File: src/rtl/led_pkg.sv
// Shared definitions for the LED PWM fader: channel count, level type and
// saturating arithmetic helpers used by every fade channel.
package led_pkg;

  localparam int unsigned NUM_LEDS   = 8;
  localparam int unsigned LEVEL_BITS = 8;

  typedef logic [LEVEL_BITS-1:0] level_t;

  // Add b to a and clamp at max_v. Levels and steps are far below 2^31,
  // so the 32-bit sum never wraps before the clamp.
  function automatic int unsigned sat_add(input int unsigned a,
                                          input int unsigned b,
                                          input int unsigned max_v);
    int unsigned sum;
    sum = a + b;
    return (sum > max_v) ? max_v : sum;
  endfunction

  // Subtract b from a, flooring at zero instead of wrapping.
  function automatic int unsigned sat_sub(input int unsigned a,
                                          input int unsigned b);
    return (a > b) ? (a - b) : 32'd0;
  endfunction

endpackage

File: src/rtl/led_fade_channel.sv
// One LED channel: a brightness level that snaps on (or ramps up when
// LED_PWM_FADER_FADE_IN_EN is defined) while its pattern bit is set and
// decays by DECAY_STEP per fade tick after it clears, plus the PWM compare.
module led_fade_channel #(
  parameter int unsigned PWM_BITS   = 8,
  parameter int unsigned DECAY_STEP = 8
`ifdef LED_PWM_FADER_FADE_IN_EN
  , parameter int unsigned RISE_STEP = 32
`endif
) (
  input  logic                clk,
  input  logic                rst_n,
  input  logic                bit_q,
  input  logic                tick,
  input  logic                enable,
  input  logic [PWM_BITS-1:0] pwm_cnt,
  output logic [PWM_BITS-1:0] level,
  output logic                pwm_out
);
  import led_pkg::*;

`ifdef LED_PWM_FADER_FADE_IN_EN
  localparam int unsigned MAX = (2 ** PWM_BITS) - 1;
`endif

  // Level register: rise while the pattern bit is set, decay on ticks otherwise.
  always_ff @(posedge clk) begin
    if (!rst_n) begin
      level <= '0;
`ifdef LED_PWM_FADER_FADE_IN_EN
    end else if (bit_q) begin
      if (tick) begin
        level <= PWM_BITS'(sat_add(32'(level), RISE_STEP, MAX));
      end
`else
    end else if (bit_q) begin
      level <= '1;
`endif
    end else if (tick) begin
      level <= PWM_BITS'(sat_sub(32'(level), DECAY_STEP));
    end
  end

  // PWM compare: high while the level exceeds the shared ramp, gated by enable.
  always_ff @(posedge clk) begin
    if (!rst_n) begin
      pwm_out <= 1'b0;
    end else begin
      pwm_out <= enable & (level > pwm_cnt);
    end
  end

endmodule

File: src/rtl/led_pwm_fader.sv
// LED PWM fader top: registers the shifter pattern, runs the shared PWM ramp
// and fade-tick divider, and hosts eight fade channels plus level readback.
// Optional ramped fade-in is selected with the LED_PWM_FADER_FADE_IN_EN macro.
module led_pwm_fader #(
  parameter int unsigned CLK_FREQ   = 25_000_000,
  parameter int unsigned PWM_BITS   = 8,
  parameter int unsigned FADE_DIV   = CLK_FREQ / 1000,
  parameter int unsigned DECAY_STEP = 8,
  parameter int unsigned RISE_STEP  = 32
) (
  input  logic                clk,
  input  logic                rst_n,
  input  logic [7:0]          pattern_in,
  input  logic                enable,
  input  logic [2:0]          sel,
  output logic [7:0]          pwm_out,
  output logic [PWM_BITS-1:0] level_out,
  output logic                all_dark
);
  import led_pkg::*;

  localparam int unsigned FADE_W = $clog2(FADE_DIV);

  // Reject configurations whose fade arithmetic would stall or never tick.
  if (FADE_DIV < 2) begin : g_bad_fade_div
    $error("led_pwm_fader: FADE_DIV must be at least 2");
  end
  if (RISE_STEP == 0 || DECAY_STEP == 0) begin : g_bad_step
    $error("led_pwm_fader: RISE_STEP and DECAY_STEP must be non-zero");
  end

  logic [NUM_LEDS-1:0] pattern_q;
  logic [PWM_BITS-1:0] pwm_cnt;
  logic [FADE_W-1:0]   fade_cnt;
  logic                tick;
  logic [PWM_BITS-1:0] level [NUM_LEDS];
  logic                any_lit;

  assign tick = (fade_cnt == FADE_W'(FADE_DIV - 1));

  // Pattern capture, free-running PWM ramp and fade-tick divider.
  always_ff @(posedge clk) begin
    if (!rst_n) begin
      pattern_q <= '0;
      pwm_cnt   <= '0;
      fade_cnt  <= '0;
    end else begin
      pattern_q <= pattern_in;
      pwm_cnt   <= pwm_cnt + 1'b1;
      fade_cnt  <= tick ? '0 : fade_cnt + 1'b1;
    end
  end

  for (genvar i = 0; i < NUM_LEDS; i++) begin : g_ch
    led_fade_channel #(
      .PWM_BITS   (PWM_BITS),
      .DECAY_STEP (DECAY_STEP)
`ifdef LED_PWM_FADER_FADE_IN_EN
      , .RISE_STEP (RISE_STEP)
`endif
    ) u_ch (
      .clk     (clk),
      .rst_n   (rst_n),
      .bit_q   (pattern_q[i]),
      .tick    (tick),
      .enable  (enable),
      .pwm_cnt (pwm_cnt),
      .level   (level[i]),
      .pwm_out (pwm_out[i])
    );
  end

  // Any channel still carrying light.
  always_comb begin
    any_lit = 1'b0;
    for (int i = 0; i < NUM_LEDS; i++) begin
      any_lit = any_lit | (|level[i]);
    end
  end

  // Registered level readback and all-dark flag, one cycle behind the levels.
  always_ff @(posedge clk) begin
    if (!rst_n) begin
      level_out <= '0;
      all_dark  <= 1'b1;
    end else begin
      level_out <= level[sel];
      all_dark  <= ~any_lit;
    end
  end

endmodule

File: config.mk
export PLATFORM = sky130hd
export DESIGN_NAME = led_pwm_fader
export DESIGN_NICKNAME = d
export VERILOG_FILES = /design/src/rtl/led_pkg.sv /design/src/rtl/led_fade_channel.sv /design/src/rtl/led_pwm_fader.sv
export SDC_FILE = /design/constraint.sdc
export NUM_CORES = 1
export LEC_CHECK = 0
export CORE_ASPECT_RATIO = 0.7
export CORE_MARGIN = 5
export CORE_UTILIZATION = 62
export CTS_CLUSTER_DIAMETER = 100
export DETAILED_ROUTE_END_ITERATION = 6
export HOLD_SLACK_MARGIN = 0.12
export PLACE_DENSITY = 0.82
export SYNTH_ARGS = -nofsm -noshare
export SYNTH_HDL_FRONTEND = slang
export SYNTH_SLANG_ARGS = --single-unit
File: constraint.sdc
create_clock -name clk -period 4.4 [get_ports clk]
set_clock_uncertainty 0.05 [all_clocks]
set_input_delay 0.88 -clock clk [delete_from_list [all_inputs] [get_ports clk]]
set_output_delay 0.88 -clock clk [all_outputs]
set_load 0.005 [all_outputs]
==> metrics.csv, run 1 <==
stage,metric,value,unit
outcome,status,completed,
timing,finalSetupViolCount,0,
placement,place.gp.congestion,0.8599,
worst_setup_path,max_stage_delay,0.87,ns
worst_setup_path,cp_num_buf_inv,1,
run,maxCapViolCount,0,
grt,grt_max_degree,75,
clock_tree,cts_tree,built,
yosys,synthArstFlopShare,0,%
yosys,synth_ff_type,dfxtp_1,
worst_setup_path,cpMaxStageDelayCell,or4_1,
yosys,netlist_top_cells_count,"94 x dfxtp_1, 74 x ha_1, 39 x nor2_1",
yosys,yosysTopAreaCell,dfxtp_1,
floorplan,core-area,9107,um2
clock_tree,cts_htree_levels,3,
worst_setup_path,arrival,3.30,ns
timing,finalCriticalPeriod,3.120,ns
grt,grt-ovfl-total,0,
worst_setup_path,critical_path_class,flip-flop to flip-flop,
worst_setup_path,required,4.58,ns
clock_tree,cts_num_sinks,94,
routing,post_drt_wl_per_cell,19.19,um
yosys,synth-edff-count,0,
min_path,hp-class,flip-flop to flip-flop,
timing,final_hold_viol_count,0,
routing,drtAntennaViolNets,0,
worst_setup_path,r2r_end,g_ch[2].u_ch.level[6]$_SDFFE_PN0P_,
worst_setup_path,crit_start,fade_cnt[10]$_SDFF_PP0_,
worst_setup_path,crit_family,simple AND/OR/NAND/NOR gates,
yosys,ys_types,41,
yosys,ys_ff_latch,94,
clock_tree,clock_latency,0.34,ns
worst_setup_path,worstPathCellList,or4_1 > or4_1 > buf_4 > nor4_1 > mux2_2 > o21a_1,
placement,port_buffers,30,
worst_setup_path,reg2regPathDepth,6,
layout,final_nets,728,
yosys,syn_inst,627,
min_path,hp-start,fade_cnt[0]$_SDFF_PP0_,
yosys,netlist_area,5816,um2
yosys,yosysSeqAreaShare,32.36,%
layout,num_antenna_cells,0,
clock_tree,clkTransAtPathRegs,0.06,ns
yosys,synth_most_common_cell,dfxtp_1,
timing,worst_pin_slew,0.8346,ns
routing,dr.pass1.iters,5,
floorplan,die_area,11450,um2
placement,post-dp-hpwl,10.42,mm
yosys,yosys_warnings,0,
timing,rsz0062_at_grt,false,
worst_setup_path,crit_end,g_ch[2].u_ch.level[6]$_SDFFE_PN0P_,
clock_tree,post_cts_resized,0,
grt,grt_pass1_wl,24.74,mm
worst_setup_path,cp-start-kind,flip-flop,
grt,grtUsageTotal,26.48,%
timing,drv_slew,0,
yosys,synth_top_area_share,32.36,%
floorplan,die_h,91.03,um
timing,maxSlewHeadroom,43.85,%
timing,hold_slack,0.4349,ns
worst_setup_path,endpoint_kind,flip-flop,
clock_tree,cts_made_buffers,9,
power_and_ir_drop,report.power.total,2.110,mW
clock_tree,clockBufferDepth,2,
clock_tree,postCtsHoldBufs,0,
timing,tns,0,ns
routing,drt_iter0_drc,529,
worst_setup_path,cp.depth,6,
worst_setup_path,path_common_cell,or4_1,
grt,antenna_found_initial,0,
routing,via_count,4942,
clock_tree,cts_setup_buffers,0,
clock_tree,cts_root_buf,clkbuf_16,
floorplan,start_util,63.85,%
layout,fin_util,70.34,%
layout,drive_above_1_share,5.901,%
routing,route.detailed.drc,0,
worst_setup_path,path_max_fanout,18,
routing,wirelength,14.74,mm
yosys,syn-num-nets,715,
power_and_ir_drop,p_leak,2.548,nW
power_and_ir_drop,powerDensity,329.4,nW/um2
yosys,syn_area_per_cell,9.275,um2
timing,fin_crit_sh,70.91,%
floorplan,num_rows,29,
routing,viasPerCell,6.435,
floorplan,io_pins,31,
floorplan,die_x,125.8,um
grt,grt_pass1_vias,4953,
timing,fmax,320.5,MHz
worst_setup_path,r2r_slack,1.28,ns
layout,syn2layout_area_growth,10.15,%
power_and_ir_drop,peakVddDrop,194.9,uV
worst_setup_path,rr_startpoint,fade_cnt[10]$_SDFF_PP0_,
yosys,ys_top_cells_by_area,"dfxtp_1 32%, ha_1 16%, mux4_2 4.6%",
-- flip-flops by register name, indices dropped and copies added (netlist names) --
name,count
pwm_cnt,8
level_out,6
all_dark,1
g_ch.u_ch.pwm_out,8
pattern_q,8
fade_cnt,15
g_ch.u_ch.level,48
-- stage by stage --
step	instances	area, um2	setup slack [ns]
global placement	753	6125	1.428
global route	768	6406	1.133
finish	768	6406	1.280
CTS	768	6406	1.319
detailed placement	753	6125	1.369
floorplan	627	5816	1.948
-- worst register-to-register path, cell delays in order, from the launching register on --
cell and delay (ns):
dfxtp_1 0.34, or4_1 0.61, or4_1 0.87, buf_4 0.34, nor4_1 0.25, mux2_2 0.37, o21a_1 0.17
-- placed cells by master (no fill, tap or decap), types with 8 or more instances in the layout --
| master | Yosys | final |
|---|---|---|
| xor2_1 | 10 | 10 |
| nand3_1 | 21 | 21 |
| nor2b_1 | 30 | 30 |
| dfxtp_1 | 94 | 94 |
| a21boi_0 | 16 | 16 |
| nand4_1 | 21 | 21 |
| or4_1 | 10 | 10 |
| inv_1 | 35 | 35 |
| ha_1 | 74 | 74 |
| nor4_1 | 17 | 17 |
| nor3_1 | 20 | 20 |
| clkdlybuf4s50_1 | 0 | 29 |
| nand2_1 | 16 | 16 |
| xnor2_1 | 9 | 9 |
| o31a_1 | 19 | 19 |
| clkbuf_16 | 0 | 9 |
| o21a_1 | 28 | 28 |
| mux4_2 | 12 | 12 |
| a21o_1 | 16 | 16 |
| and2_1 | 20 | 20 |
| nor2_1 | 39 | 39 |
| o21bai_1 | 8 | 8 |
| o21ai_0 | 11 | 11 |
| a21oi_1 | 27 | 27 |
-- worst min path at each step --
stage                             end  slack (ns)  depth (start not counted)
2_1_floorplan  fade_cnt[0]$_SDFF_PP0_        0.38                          1
3_3_place_gp   fade_cnt[0]$_SDFF_PP0_        0.39                          1
3_5_place_dp   fade_cnt[0]$_SDFF_PP0_        0.42                          1
4_1_cts        fade_cnt[0]$_SDFF_PP0_        0.43                          1
5_1_grt        fade_cnt[0]$_SDFF_PP0_        0.45                          1
6_report       fade_cnt[0]$_SDFF_PP0_        0.43                          1
-- power breakdown --
| part | internal, mW | leakage, nW | switching (mW) |
|---|---|---|---|
| logic | 0.201 | 1.63 | 0.177 |
| registers | 0.901 | 0.775 | 0.0844 |
| clock network | 0.436 | 0.139 | 0.310 |
-- final cells by class --
class                      instances  area, um2
fill                             702       2701
inverter                          35      131.4
multi-input combinational        467       3638
tap                              124      155.1
timing repair buffer              33      317.8
clock buffer                      11      232.7
clock inverter                     4      48.80
sequential                        94       1882
-- kinds of logic after synthesis --
| group | after synthesis | synth area share (%) |
|---|---|---|
| AOI/OAI and AO/OA | 141 | 16.89 |
| adders and majority gates | 74 | 15.92 |
| xor gates and xnor gates | 19 | 2.861 |
| muxes | 24 | 6.842 |
| buffers and inverters | 66 | 5.228 |
| DFF | 94 | 32.36 |
| and+or+nand+nor | 209 | 19.90 |
-- metal layers --
layer	GRT usage (%)	wire length, um
met5	0	0
met1	34.47	6469
met4	7.232	306
met2	43.59	6781
met3	7.449	1181
Power figures use the tool's default switching activity.
==> inputs of run 2 (changes only) <==
- CORE_UTILIZATION: 62 -> 55
- PLACE_DENSITY: 0.82 -> 0.77
- clock period: 4.4 -> 2.55 ns (I/O delays scaled with it)
==> run 2 against run 1 <==
Effect of this change:
- first-iteration DRC count shrank 27%
- combinational power grew 77%
- sequential power grew 71%
- die area grew 11%
- via count shrank 0.59%
- final cell count grew 3.0%
- count of clock-buffer cells in the layout grew 1
- global-route usage shrank 2.9 points
- cell area grew 3.7%
- largest cell class unchanged
==> metrics.csv, run 2 (synthesized netlist as in run 1, its figures left out) <==
stage,metric,value,unit,change
outcome,status,completed,,
placement,post-dp-hpwl,10.33,mm,-0.92%
floorplan,core-area,10360,um2,+14%
clock_tree,cts_num_sinks,94,,unchanged
layout,regArea,1882,um2,unchanged
clock_tree,clockBufferDepth,2,,unchanged
worst_setup_path,cp-start-kind,flip-flop,,
timing,drv_slew,0,,unchanged
timing,finalSetupViolCount,0,,unchanged
power_and_ir_drop,peakVddDrop,385.0,uV,+98%
timing,tns,0,ns,unchanged
power_and_ir_drop,powerDensity,583.5,nW/um2,+77%
timing,fin_crit_sh,97.56,%,+27 points
min_path,min_to,fade_cnt[0]$_SDFF_PP0_,,
placement,port_buffers,30,,unchanged
clock_tree,cts_htree_levels,3,,unchanged
routing,dr.pass1.iters,5,,unchanged
clock_tree,cts_made_buffers,9,,unchanged
floorplan,die_area,12760,um2,+11%
routing,viasPerCell,6.211,,-3.5%
floorplan,start_util,56.16,%,-7.7 points
layout,drive_above_1_share,9.105,%,+3.2 points
layout,largest_register,g_ch.u_ch.level,,
layout,final_area,6645,um2,+3.7%
routing,post_drt_wl_per_cell,18.32,um,-4.5%
worst_setup_path,r2r_end,g_ch[6].u_ch.level[6]$_SDFFE_PN0P_,,
routing,drtAntennaViolNets,0,,unchanged
floorplan,num_rows,31,,+6.9%
grt,grtUsageTotal,23.57,%,-2.9 points
worst_setup_path,r2r_slack,0.06,ns,-1.22 ns
layout,finalNonFillerCells,791,,+3.0%
layout,num_antenna_cells,0,,unchanged
layout,n_fill_cell,834,,+19%
worst_setup_path,reg2regPathDepth,6,,unchanged
power_and_ir_drop,p_leak,2.663,nW,+4.5%
timing,rsz0062_at_grt,false,,
clock_tree,postCtsHoldBufs,0,,unchanged
layout,final_nets,742,,+1.9%
timing,fmax,402.0,MHz,+25%
routing,wirelength,14.49,mm,-1.7%
worst_setup_path,required,2.74,ns,-1.84 ns
grt,grt_max_degree,75,,unchanged
layout,mostFrequentLayoutCell,dfxtp_1,,
layout,largest_register_ffs,48,,unchanged
grt,grt_pass1_vias,4812,,-2.8%
routing,route.detailed.drc,0,,unchanged
timing,worst_pin_slew,0.6939,ns,-0.1407 ns
layout,syn2layout_area_growth,14.26,%,
placement,place.gp.congestion,0.8918,,+3.7%
floorplan,die_h,96.04,um,+5.5%
routing,drt_iter0_drc,386,,-27%
floorplan,die_x,132.9,um,+5.7%
timing,finalCriticalPeriod,2.488,ns,-0.6321 ns
worst_setup_path,endpoint_kind,flip-flop,,
routing,via_count,4913,,-0.59%
min_path,hp-start,fade_cnt[0]$_SDFF_PP0_,,
worst_setup_path,rr_startpoint,fade_cnt[10]$_SDFF_PP0_,,
layout,final_cell_mix,"94 x dfxtp_1, 74 x ha_1, 39 x nor2_1",,
clock_tree,clock_latency,0.35,ns,about the same
layout,top_regs,"g_ch.u_ch.level x48, fade_cnt x15",,
timing,maxSlewHeadroom,53.68,%,+9.8 points
min_path,hp-class,flip-flop to flip-flop,,
layout,multiInputGateArea,3662,um2,+0.65%
worst_setup_path,critical_path_class,flip-flop to flip-flop,,
clock_tree,cts_tree,built,,
grt,grt_pass1_wl,23.66,mm,-4.3%
timing,final_hold_viol_count,0,,unchanged
placement,place_inst,775,,+2.9%
grt,grt-ovfl-total,0,,unchanged
floorplan,io_pins,31,,unchanged
min_path,hold_depth,1,,unchanged
run,maxCapViolCount,0,,unchanged
clock_tree,clkTransAtPathRegs,0.07,ns,about the same
worst_setup_path,arrival,2.68,ns,-0.62 ns
grt,antenna_found_initial,0,,unchanged
clock_tree,cts_root_buf,clkbuf_16,,
placement,place_area,6265,um2,+2.3%
worst_setup_path,path_max_fanout,23,,+5
[run 2: changes by cell type in the layout (fill, tap and decap cells not counted), sizes merged]
cell / change
clkbuf: +1
buf: +14
clkinv: -1
bufinv: +1
[run 2: cell type report]
class,count,area share [%]
multi-input combinational,467,55.11
clock inverter,4,1.167
tap,132,2.485
clock buffer,12,4.011
inverter,35,1.977
timing repair buffer,47,6.929
sequential,94,28.32
[run 2: worst max path at each step]
stage	start	endpoint	slack, ns	cells after the start
floorplan	fade_cnt[10]$_SDFF_PP0_	g_ch[7].u_ch.level[6]$_SDFFE_PN0P_	0.1	7
global placement	fade_cnt[10]$_SDFF_PP0_	g_ch[4].u_ch.level[6]$_SDFFE_PN0P_	0.10	6
detailed placement	fade_cnt[10]$_SDFF_PP0_	g_ch[6].u_ch.level[6]$_SDFFE_PN0P_	0.05	6
CTS	fade_cnt[10]$_SDFF_PP0_	g_ch[5].u_ch.level[7]$_SDFFE_PN0P_	0.03	6
global route	fade_cnt[10]$_SDFF_PP0_	g_ch[5].u_ch.level[7]$_SDFFE_PN0P_	0.003	6
finish	fade_cnt[10]$_SDFF_PP0_	g_ch[6].u_ch.level[6]$_SDFFE_PN0P_	0.06	6
[run 2: repair_timing]
| action | CTS | global route |
|---|---|---|
| gates resized for setup | 0 | 8 |
| buffers inserted | 0 | 0 |
| endpoints found under the setup margin | 0 | 7 |
[run 2: where the power goes]
group	total (mW)	internal [mW]	leakage, nW	switching [mW]
clock network	1.52	0.943	0.169	0.577
registers	1.69	1.55	0.775	0.134
logic	0.670	0.358	1.72	0.312
[run 2: metrics by stage]
stage / total power [mW] / setup WS (ns) / hold WS (ns) / util (%)
floorplan: 2.156 / 0.09793 / 0.3797 / -
global placement: 2.330 / 0.1019 / 0.3896 / 60.49
detailed placement: 2.376 / 0.05068 / 0.4344 / 60.49
CTS: 3.902 / 0.02984 / 0.4637 / 63.82
global route: 4.067 / 0.003046 / 0.4788 / 64.17
finish: 3.878 / 0.06217 / 0.4596 / 64.17
[run 2: critical path: stages (launching register included)]
cell	delay, ns
dfxtp_1	0.32
or4_4	0.53
or4_4	0.54
buf_12	0.19
nor4_1	0.21
mux2_2	0.37
o21a_1	0.16
[run 2: layer usage]
layer / GRT usage, % / wire, um
met5: 0 / 0
met4: 8.997 / 314
met3: 5.799 / 1243
met2: 38.64 / 6615
met1: 30.39 / 6320
==> inputs of run 3 (changes only) <==
- CTS_CLUSTER_SIZE: unset -> 40
==> results of run 3 <==
No change in the layout: final DEF, timing and power equal those of run 2.
